$ cat src/rtl/clock_divider_bank.sv
// rtl/clock_divider_bank.sv - bank of NCH glitch-free programmable clock dividers
//
// Purpose: NCH independent 50%-duty clock dividers clocked from clkin, each
// with a one-cycle tick on the rising edge of its divided clock and a
// run-time divisor that is only swapped in at a half-period boundary.
//
// Ports:
//   clkin    in   1     system clock, all logic on posedge
//   rst      in   1     synchronous active-high reset
//   align    in   1     (only with CLKDIV_PHASE_ALIGN_EN) restart all enabled channels
//   en       in   NCH   per-channel run enable
//   cfg_wr   in   1     strobe: write cfg_div as pending divisor of channel cfg_ch
//   cfg_ch   in   CHW   target channel; values >= NCH are ignored
//   cfg_div  in   CW    new half-period divisor
//   clkout   out  NCH   divided clocks, period 2*(div+1)
//   tick     out  NCH   one-cycle pulse when clkout[i] rises
//   pend     out  NCH   a written divisor is waiting to take effect
//
// Optional feature macro: CLKDIV_PHASE_ALIGN_EN (adds the align input).

module clock_divider_bank #(
  parameter int NCH     = 4,
  parameter int CW      = 26,
  parameter int DEF_DIV = 50,
  localparam int CHW    = (NCH > 1) ? $clog2(NCH) : 1
) (
  input  logic           clkin,
  input  logic           rst,
`ifdef CLKDIV_PHASE_ALIGN_EN
  input  logic           align,
`endif
  input  logic [NCH-1:0] en,
  input  logic           cfg_wr,
  input  logic [CHW-1:0] cfg_ch,
  input  logic [CW-1:0]  cfg_div,
  output logic [NCH-1:0] clkout,
  output logic [NCH-1:0] tick,
  output logic [NCH-1:0] pend
);

  logic [CW-1:0]  count_q    [NCH];
  logic [CW-1:0]  count_d    [NCH];
  logic [CW-1:0]  div_q      [NCH];
  logic [CW-1:0]  div_d      [NCH];
  logic [CW-1:0]  pend_div_q [NCH];
  logic [CW-1:0]  pend_div_d [NCH];
  logic [NCH-1:0] clkout_q, clkout_d;
  logic [NCH-1:0] tick_q, tick_d;
  logic [NCH-1:0] pend_q, pend_d;
  logic           align_w;

`ifdef CLKDIV_PHASE_ALIGN_EN
  assign align_w = align;
`else
  assign align_w = 1'b0;
`endif

  always_comb begin
    for (int i = 0; i < NCH; i++) begin
      logic apply;
      logic wr_hit;
      count_d[i]    = count_q[i];
      div_d[i]      = div_q[i];
      pend_div_d[i] = pend_div_q[i];
      clkout_d[i]   = clkout_q[i];
      tick_d[i]     = 1'b0;
      pend_d[i]     = pend_q[i];
      apply         = 1'b0;
      // Channel indices never exceed NCH-1, so an out-of-range cfg_ch
      // simply matches no channel.
      wr_hit        = cfg_wr && (cfg_ch == CHW'(i));

      if (!en[i] || align_w) begin
        // Idle or forced restart: park low at count 0, free to take a new divisor.
        count_d[i]  = '0;
        clkout_d[i] = 1'b0;
        apply       = 1'b1;
      end else if (count_q[i] == div_q[i]) begin
        // Half-period boundary: the only point a running channel may swap
        // divisors, which keeps every half-period whole.
        count_d[i]  = '0;
        clkout_d[i] = ~clkout_q[i];
        tick_d[i]   = ~clkout_q[i];
        apply       = 1'b1;
      end else begin
        count_d[i]  = count_q[i] + CW'(1);
      end

      if (apply && pend_q[i]) begin
        div_d[i]  = pend_div_q[i];
        pend_d[i] = 1'b0;
      end

      // A write in the same cycle as an apply queues behind it.
      if (wr_hit) begin
        pend_div_d[i] = cfg_div;
        pend_d[i]     = 1'b1;
      end
    end
  end

  always_ff @(posedge clkin) begin
    if (rst) begin
      for (int i = 0; i < NCH; i++) begin
        count_q[i]    <= '0;
        div_q[i]      <= CW'(DEF_DIV);
        pend_div_q[i] <= CW'(DEF_DIV);
      end
      clkout_q <= '0;
      tick_q   <= '0;
      pend_q   <= '0;
    end else begin
      count_q    <= count_d;
      div_q      <= div_d;
      pend_div_q <= pend_div_d;
      clkout_q   <= clkout_d;
      tick_q     <= tick_d;
      pend_q     <= pend_d;
    end
  end

  assign clkout = clkout_q;
  assign tick   = tick_q;
  assign pend   = pend_q;

endmodule
$ cat config.mk
export PLATFORM = sky130hd
export DESIGN_NAME = clock_divider_bank
export DESIGN_NICKNAME = d
export VERILOG_FILES = /design/src/rtl/clock_divider_bank.sv
export SDC_FILE = /design/constraint.sdc
export NUM_CORES = 1
export LEC_CHECK = 0
export ABC_AREA = 0
export CAP_MARGIN = 20
export CELL_PAD_IN_SITES_DETAIL_PLACEMENT = 1
export CELL_PAD_IN_SITES_GLOBAL_PLACEMENT = 1
export CORE_AREA = 3 3 292 150
export CTS_CLUSTER_SIZE = 12
export DETAILED_ROUTE_END_ITERATION = 16
export DIE_AREA = 0 0 295 153
export PLACE_DENSITY_LB_ADDON = 0.1
export SETUP_SLACK_MARGIN = 0.02
export SLEW_MARGIN = 20
export SYNTH_ARGS = -nofsm -noshare
export SYNTH_HDL_FRONTEND = slang
export SYNTH_SLANG_ARGS = --single-unit
export TNS_END_PERCENT = 1
$ cat constraint.sdc
create_clock -name clkin -period 5.1 [get_ports clkin]
set_input_delay 1.02 -clock clkin [delete_from_list [all_inputs] [get_ports clkin]]
set_output_delay 1.02 -clock clkin [all_outputs]
set_load 0.02 [all_outputs]
==> results.toml, run 1 <==
[run_status]
status = "complete, no violations"

[clocking]
root_buffer = "clkbuf_16"
cts_setup_buffers = 0
clock_path_buffers = 3
clkTransAtPathRegs_ns = 0.06
cts_tree = "built"
cts_resized = 0
clock_sinks = 324
postCtsHoldBufs = 0
clk_latency_ns = 0.53
cts_buffers = 35
ctsHtreeMaxLevel = 2

[power_and_ir_drop]
fin_total_pwr_w = 0.00536
intPower_w = 0.00413
p_comb_frac = 0.047
p_leak_nw = 5.58
pwr-share-clk = 0.469
peakVddDrop_mv = 0.184
p_seq_frac = 0.484
power_switching_w = 0.00122
p_per_area_mw_per_mm2 = 327
swShare = 0.229

[finish]
area_growth_pct = 13.1
antenna_cells = 0
drive_gt1_frac = 0.0627
fin_nets = 1665
nFillCells = 4769

[grt]
grt_overflow = 0
antenna_found_initial = 0
grt_pass1_wl_mm = 64.7
grt_pass1_vias = 11100
grt_max_degree = 152
grt_use_total = 0.182

[worst_setup_path]
worst_setup_path_start_kind = "flop"
cpLargestDelayFamily = "buffers and inverters"
endpoint_kind = "primary output"
worstPathArrival_ns = 1.60
crit_path_max_incr_delay_ns = 0.65
path_cells = "clkdlybuf4s50_1"
cpMaxStageDelayCell = "clkdlybuf4s50_1"
crit_fanout = 3
cp_num_buf_inv = 1
cp.required_ns = 4.08
path_class = "reg2out"

[timing]
fin_skew_ns = 0.0189
fin_crit_sh = 0.513
relSlewSlack = 0.347
timing.fmax_mhz = 382
tightest_slew_ns = 0.979
finalCriticalPeriod_ns = 2.62
finalHoldViolCount = 0
timing.final.max_slew_violations = 0
rsz0062_at_grt = "false"
tns_ns = 0
setup_viol = 0

[detailed_routing]
via_count = 10700
final_antenna_net_count = 0
routed_wl_mm = 40.5
drtIter0Drc = 611
wire_per_inst_um = 18.4
viasPerCell = 4.90
drc = 0
dr.pass1.iters = 4

[synthesis]
yosys-top-cells-area = "dfxtp_1 45%, xor2_1 7.3%, mux2i_1 7.2%, nand2b_1 6.5%, nand2_1 6.4%"
ys_seq_area_frac = 0.448
synth_edf_count = 0
avgSynthCellArea_um2 = 8.93
syn_nets = 1659
synth_area_leader_cell = "dfxtp_1"
async_flop_share = 0
synth-seq-cells = 324
yosysWarnings = 0
yosysUniqueCellTypes = 43
synthMostInstantiatedCell = "dfxtp_1"
syn-cell-area_mm2 = 0.0145
synth_flop_cell = "dfxtp_1"
synth_cells = 1620
synthTopCellsByCount = "324 x dfxtp_1, 248 x nand2_1, 152 x nor2_1"
synth_top_area_frac = 0.448

[floorplanning]
rows = 53
num_io_pins = 47
die-height_um = 153
die_x_um = 295
die_area_mm2 = 0.0451
core-area_mm2 = 0.0416
initial_core_util = 0.348

[hold_path]
min_path_type = "reg2reg"

[place]
hpwlAfterDp_mm = 27.9
place.gp.congestion = 0.762
port_buffers = 46

[run]
maxCapViolCount = 0
==> final cells by class <==
cell class              instances  area, um2  share of cell area
well taps                     550        688              0.0420
clock inverters                 2       41.3             0.00252
repair buffers                 57        564              0.0345
multi-input cells            1189       7470               0.456
clock buffers                  52       1050              0.0643
flip-flops and latches        324       6490               0.396
inverters                      19       71.3             0.00435
==> cells in the final DEF (no fill, tap or decap), types with 2 or more instances in the layout <==
cell and n:
o21bai_4 2, nand3b_1 12, or3_1 5, buf_4 9, o22ai_1 4, clkdlybuf4s50_1 45, or2b_1 11, dfxtp_1 324
nand2b_1 151, and3_1 7, clkbuf_16 37, or2_2 2, nand2_1 248, o32ai_4 4, nand4bb_1 4, nor3_1 24
nand3_1 40, o21bai_2 2, nor4_2 2, o21ai_0 4, mux2i_1 104, clkbuf_1 8, xnor2_1 78, or2b_2 27
nand4_1 27, clkbuf_8 7, a21oi_1 96, nor4_1 29, ha_1 4, nor2_1 152, and4_1 15, xor2_1 121
or4_1 5, inv_1 19
==> per-stage QoR <==
stage          worst slack, ns  hold slack, ns  instances  cell area [um2]  utilization
2_1_floorplan             2.84           0.431       1620            14500            -
3_3_place_gp              2.17           0.437       2138            15200        0.367
3_5_place_dp              2.04           0.444       2139            15300        0.367
4_1_cts                   2.37           0.453       2193            16400        0.393
5_1_grt                   2.33           0.474       2193            16400        0.394
6_report                  2.48           0.451       2193            16400        0.394
==> worst paths after layout <==
kind	start	to	slack, ns	cells after the start
worst max-delay path	pend[3]$_SDFFE_PP0P_	pend[3]	2.48	1
worst max register to register	count_q[28]$_SDFF_PP0_	div_q[42]$_SDFFE_PP0P_	2.56	6
worst min-delay path	pend_div_q[101]$_SDFFE_PP0P_	pend_div_q[101]$_SDFFE_PP0P_	0.45	2
worst min register to register	pend_div_q[101]$_SDFFE_PP0P_	pend_div_q[101]$_SDFFE_PP0P_	0.45	2
==> cell families after synthesis <==
family | count (synthesis) | synth area share
and+or+nand+nor | 769 | 0.270
buffers and inverters | 107 | 0.0408
xor gates and xnor gates | 200 | 0.122
DFF | 324 | 0.448
adders and majority gates | 4 | 0.00346
muxes | 104 | 0.0719
AOI/OAI and AO/OA | 112 | 0.0439
==> routing by layer <==
metal | global-route usage | routed length [um] | up-vias
met3 | 0.0308 | 1400 | 54
met2 | 0.273 | 17200 | 117
li1 | - | - | 5337
met4 | 0.0403 | 687 | 0
met5 | 0 | 0 | -
met1 | 0.270 | 21100 | 5228
==> registers in the layout (all words and copies together), names as in the netlist <==
signal,flops
count_q,104
clkout,4
pend_div_q,104
div_q,104
tick,4
pend,4
==> power groups by stage <==
stage | logic, W | registers [W] | clock network (W)
final | 0.000251 | 0.00259 | 0.00251
after global placement | 0.000247 | 0.00265 | 0
after detailed placement | 0.000254 | 0.00265 | 0
after floorplan | 0.000156 | 0.00264 | 0
after global routing | 0.000276 | 0.00259 | 0.00272
after CTS | 0.000255 | 0.00259 | 0.00261
Power figures use the tool's default switching activity.
==> run 2: changes to the inputs <==
==> constraint.sdc (replaced) <==
create_clock -name clkin -period 2.3 [get_ports clkin]
set_input_delay 0.46 -clock clkin [delete_from_list [all_inputs] [get_ports clkin]]
set_output_delay 0.46 -clock clkin [all_outputs]
set_load 0.02 [all_outputs]
==> results.toml, run 2 (synthesis results as in run 1) <==
[floorplanning]
die-height_um = 153
num_io_pins = 47
rows = 53
die_area_mm2 = 0.0451
initial_core_util = 0.348
die_x_um = 295
core-area_mm2 = 0.0416

[worst_setup_path]
worst_setup_path_start_kind = "flop"
cp.required_ns = 2.75
cpLargestDelayFamily = "simple AND/OR/NAND/NOR gates"
r2r_setup_slack_ns = 0.1
cp_num_buf_inv = 1
crit_path_max_incr_delay_ns = 0.59
crit_fanout = 26
path_class = "reg2reg"
path_cells = "xnor2_1 -> nand4_1 -> or4_1 -> o32ai_4 -> buf_12 -> mux2i_1"
worstReg2RegEnd = "div_q[39]$_SDFFE_PP0P_"
worstReg2RegStart = "count_q[29]$_SDFF_PP0_"
endpoint_kind = "flop"
cpMaxStageDelayCell = "or4_1"
worstPathArrival_ns = 2.65
r2r_cells = 6

[timing]
finalHoldViolCount = 0
timing.fmax_mhz = 455
timing.final.max_slew_violations = 0
rsz0062_at_grt = "true"
setup_viol = 0
fin_skew_ns = 0.0120
tightest_slew_ns = 0.643
fin_ws_ns = 0.0999
fin_crit_sh = 0.957
finalCriticalPeriod_ns = 2.20
relSlewSlack = 0.572

[detailed_routing]
drtIter0Drc = 442
wl_met2_mm = 16.8
highest_layer = "met4"
wire_per_inst_um = 18.2
drc = 0
met1_length_mm = 21.7
final_antenna_net_count = 0
wl_met3_mm = 1.22
via_count = 10800
viasPerCell = 4.85
dr.pass1.iters = 4
routed_wl_mm = 40.4

[clocking]
clkTransAtPathRegs_ns = 0.06
cts_tree = "built"
clk_latency_ns = 0.53
clock_sinks = 324
root_buffer = "clkbuf_16"
ctsHtreeMaxLevel = 2
clock_path_buffers = 3
cts_buffers = 34
postCtsHoldBufs = 0

[run]
maxCapViolCount = 0

[power_and_ir_drop]
p_leak_nw = 5.73
peakVddDrop_mv = 0.415
p_per_area_mw_per_mm2 = 700
fin_total_pwr_w = 0.0116

[grt]
grt_pass1_vias = 11000
antenna_found_initial = 0
grt_overflow = 0
grt_use_total = 0.179
grt_max_degree = 94
grt_pass1_wl_mm = 63.9

[finish]
drive_gt1_frac = 0.0856
fin_nets = 1693
antenna_cells = 0
largest_registers = "count_q: 104 flops, div_q: 104 flops, pend_div_q: 104 flops"
final_common_cell = "dfxtp_1"
area_growth_pct = 15.0
layout_common_cells = "316 x dfxtp_1, 248 x nand2_1, 152 x nor2_1"
final_core_util = 0.400

[run_status]
status = "complete, no violations"

[hold_path]
hold-path-cell-count = 2
min_path_type = "reg2reg"
hold-path-endpoint = "pend_div_q[87]$_SDFFE_PP0P_"
hp-start = "pend_div_q[87]$_SDFFE_PP0P_"

[place]
port_buffers = 46
post-place-ws_ns = 0.0287
place.gp.congestion = 0.767
hpwlAfterDp_mm = 28.0
[run 2: cell types whose count changed in the layout (fill, tap and decap cells not counted), sizes merged]
cell    delta
inv        -1
buf       +29
clkinv     +2
clkbuf     -2
bufinv     -1
[run 2: report_power, final]
part           switching [W]  internal, W  total, W
clock                0.00226      0.00306   0.00532
combinational       0.000350     0.000236  0.000585
sequential         0.0000535      0.00569   0.00574
total                0.00266      0.00898    0.0116
[run 2: layout make-up]
class | instances | area (um2)
timing repair buffer | 86 | 875
inverter | 19 | 71.3
sequential | 324 | 6500
tap | 550 | 688
clock inverter | 2 | 10.0
multi-input combinational | 1189 | 7480
fill | 4751 | 24900
clock buffer | 50 | 1020
[run 2: layer usage]
| metal | vias to the layer above | global-route usage |
|---|---|---|
| met5 | - | 0 |
| met3 | 41 | 0.0290 |
| met2 | 107 | 0.263 |
| li1 | 5381 | - |
| met1 | 5245 | 0.272 |
| met4 | 0 | 0.0389 |
[run 2: per-stage QoR]
step	area [um2]	std cells	hold WS, ns	setup TNS (ns)
floorplan	14500	1620	0.431	0
global placement	15500	2165	0.437	0
detailed placement	15500	2165	0.444	0
CTS	16600	2217	0.435	0
global route	16600	2220	0.460	-0.00811
finish	16600	2220	0.450	0
[run 2: worst max-delay path by stage]
stage | from | cells after the start | endpoint | slack, ns
after floorplan | count_q[95]$_SDFF_PP0_ | 7 | div_q[100]$_SDFFE_PP0P_ | 0.32
after global placement | count_q[95]$_SDFF_PP0_ | 6 | div_q[79]$_SDFFE_PP1P_ | 0.15
after detailed placement | count_q[95]$_SDFF_PP0_ | 6 | div_q[79]$_SDFFE_PP1P_ | 0.03
after CTS | count_q[95]$_SDFF_PP0_ | 6 | div_q[79]$_SDFFE_PP1P_ | 0.02
after global routing | count_q[29]$_SDFF_PP0_ | 6 | div_q[50]$_SDFFE_PP0P_ | -0.008
final | count_q[29]$_SDFF_PP0_ | 6 | div_q[39]$_SDFFE_PP0P_ | 0.1
[run 2: tightest hold or removal path: cells and delay by family, from the launching register on]
family             cells  cell delay [ns]
AOI/OAI and AO/OA      1             0.05
and+or+nand+nor        1             0.05
DFF                    1             0.30
[run 2: timing repair]
action                                  CTS  global route
resized for setup                         0            16
setup buffers                             0             3
endpoints found under the setup margin    0           105
==> run 3: changes to the inputs <==
--- a/config.mk
+++ b/config.mk
@@ -14,7 +14,7 @@
 export DETAILED_ROUTE_END_ITERATION = 16
 export DIE_AREA = 0 0 295 153
 export PLACE_DENSITY_LB_ADDON = 0.1
-export SETUP_SLACK_MARGIN = 0.02
+export SKIP_LAST_GASP = 1
 export SLEW_MARGIN = 20
 export SYNTH_ARGS = -nofsm -noshare
 export SYNTH_HDL_FRONTEND = slang
==> results.toml, run 3 (synthesis results as in run 1) <==
[floorplanning]
core-area_mm2 = 0.0416
die_area_mm2 = 0.0451
die-height_um = 153
initial_core_util = 0.348
die_x_um = 295
rows = 53
num_io_pins = 47

[finish]
fin_nets = 1693
nFillCells = 4759
area_growth_pct = 14.7
final_cells = 2220
multi_input_area_mm2 = 0.00745
regArea_mm2 = 0.00649
layout_common_cells = "323 x dfxtp_1, 248 x nand2_1, 152 x nor2_1"
drive_gt1_frac = 0.0772
largest_registers = "count_q: 104 flops, div_q: 104 flops, pend_div_q: 104 flops"
fin_area_mm2 = 0.0166
final_core_util = 0.399
final_common_cell = "dfxtp_1"
antenna_cells = 0

[timing]
finalCriticalPeriod_ns = 2.25
relSlewSlack = 0.579
fin_skew_ns = 0.0140
finalHoldViolCount = 0
timing.final.max_slew_violations = 0
timing.fmax_mhz = 445
tightest_slew_ns = 0.632
fin_crit_sh = 0.977
rsz0062_at_grt = "true"
setup_viol = 0
tns_ns = 0

[grt]
grt_overflow = 0
met3_usage = 0.0290
grt_max_degree = 94
use_met2 = 0.263
gr-max-usage-layer = "met1"
antenna_found_initial = 0
grt_pass1_wl_mm = 63.9
grt_use_met1 = 0.272
grt_use_total = 0.179
grt_pass1_vias = 11000

[worst_setup_path]
worstReg2RegStart = "count_q[29]$_SDFF_PP0_"
crit_path_max_incr_delay_ns = 0.59
crit_end = "div_q[39]$_SDFFE_PP0P_"
path_depth = 6
path_class = "reg2reg"
cp.required_ns = 2.75
worstPathArrival_ns = 2.69
r2r_setup_slack_ns = 0.05
worstReg2RegEnd = "div_q[39]$_SDFFE_PP0P_"
cp_num_buf_inv = 1
cpMaxStageDelayCell = "or4_1"
crit_fanout = 26
startpoint = "count_q[29]$_SDFF_PP0_"
worst_setup_path_start_kind = "flop"
r2r_cells = 6
cpLargestDelayFamily = "simple AND/OR/NAND/NOR gates"
endpoint_kind = "flop"
path_cells = "xnor2_1 -> nand4_1 -> or4_1 -> o32ai_4 -> buf_12 -> mux2i_1"

[place]
hpwlAfterDp_mm = 28.0
placed_area_mm2 = 0.0155
place.gp.congestion = 0.767
port_buffers = 46
place_inst = 2165

[run]
maxCapViolCount = 0

[power_and_ir_drop]
p_seq_frac = 0.492
p_comb_frac = 0.050
intPower_w = 0.00899
peakVddDrop_mv = 0.416
pwr-share-clk = 0.458
power_switching_w = 0.00268
p_leak_nw = 5.72
p_per_area_mw_per_mm2 = 703
swShare = 0.230
fin_total_pwr_w = 0.0117

[detailed_routing]
via_count = 10800
drc = 0
drtIter0Drc = 476
viasPerCell = 4.85
final_antenna_net_count = 0
routed_wl_mm = 40.4
dr.pass1.iters = 4
wire_per_inst_um = 18.2

[clocking]
clkTransAtPathRegs_ns = 0.06
cts_tree = "built"
ctsHtreeMaxLevel = 2
root_buffer = "clkbuf_16"
clock_sinks = 324
postCtsHoldBufs = 0
cts_buffers = 34
clock_path_buffers = 3
clk_latency_ns = 0.53

[run_status]
status = "complete, no violations"

[hold_path]
min_path_type = "reg2reg"
run 3: area by class of cell:
class                      instances  share of cell area
inverter                          19             0.00430
sequential                       324               0.391
timing repair buffer              86              0.0527
clock buffer                      50              0.0617
clock inverter                     2            0.000603
tap                              550              0.0414
multi-input combinational       1189               0.449
run 3: power by group through the flow:
stage          clock [W]  combinational (W)  sequential (W)
2_1_floorplan          0           0.000346         0.00585
3_3_place_gp           0           0.000577         0.00586
3_5_place_dp           0           0.000590         0.00587
4_1_cts          0.00551           0.000591         0.00574
5_1_grt          0.00576           0.000637         0.00575
6_report         0.00534           0.000584         0.00574
run 3: tightest hold or removal path, stage by stage, from the launching register on:
cell and delay, ns:
dfxtp_1 0.30, nand2_1 0.05, a21oi_1 0.05
run 3: stage by stage:
stage               worst slack (ns)  hold WS (ns)
floorplan                      0.316         0.431
global placement               0.148         0.437
detailed placement            0.0287         0.444
CTS                           0.0243         0.435
global route                 -0.0723         0.460
finish                        0.0540         0.450
run 3: per-layer routing:
layer  part of all wire  wire, um
met1               0.54     21800
met2               0.42     16900
met3              0.028      1120
met4              0.016       633
met5                  0         0
run 3: what timing repair did:
action | CTS | global route
hold endpoints to repair | 0 | 0
setup endpoints to repair | 0 | 100
gates resized for setup | 0 | 1
buffers inserted | 0 | 3
run 3: worst min-delay path by stage:
stage                                 startpoint                            to  slack, ns  cells after the start
global placement     pend_div_q[87]$_SDFFE_PP0P_   pend_div_q[87]$_SDFFE_PP0P_       0.44                      2
floorplan           pend_div_q[101]$_SDFFE_PP0P_  pend_div_q[101]$_SDFFE_PP0P_       0.43                      2
detailed placement   pend_div_q[87]$_SDFFE_PP0P_   pend_div_q[87]$_SDFFE_PP0P_       0.44                      2
finish               pend_div_q[87]$_SDFFE_PP0P_   pend_div_q[87]$_SDFFE_PP0P_       0.45                      2
CTS                                          rst        div_q[92]$_SDFFE_PP0P_       0.43                      3
global route                                 rst        div_q[91]$_SDFFE_PP0P_       0.46                      3
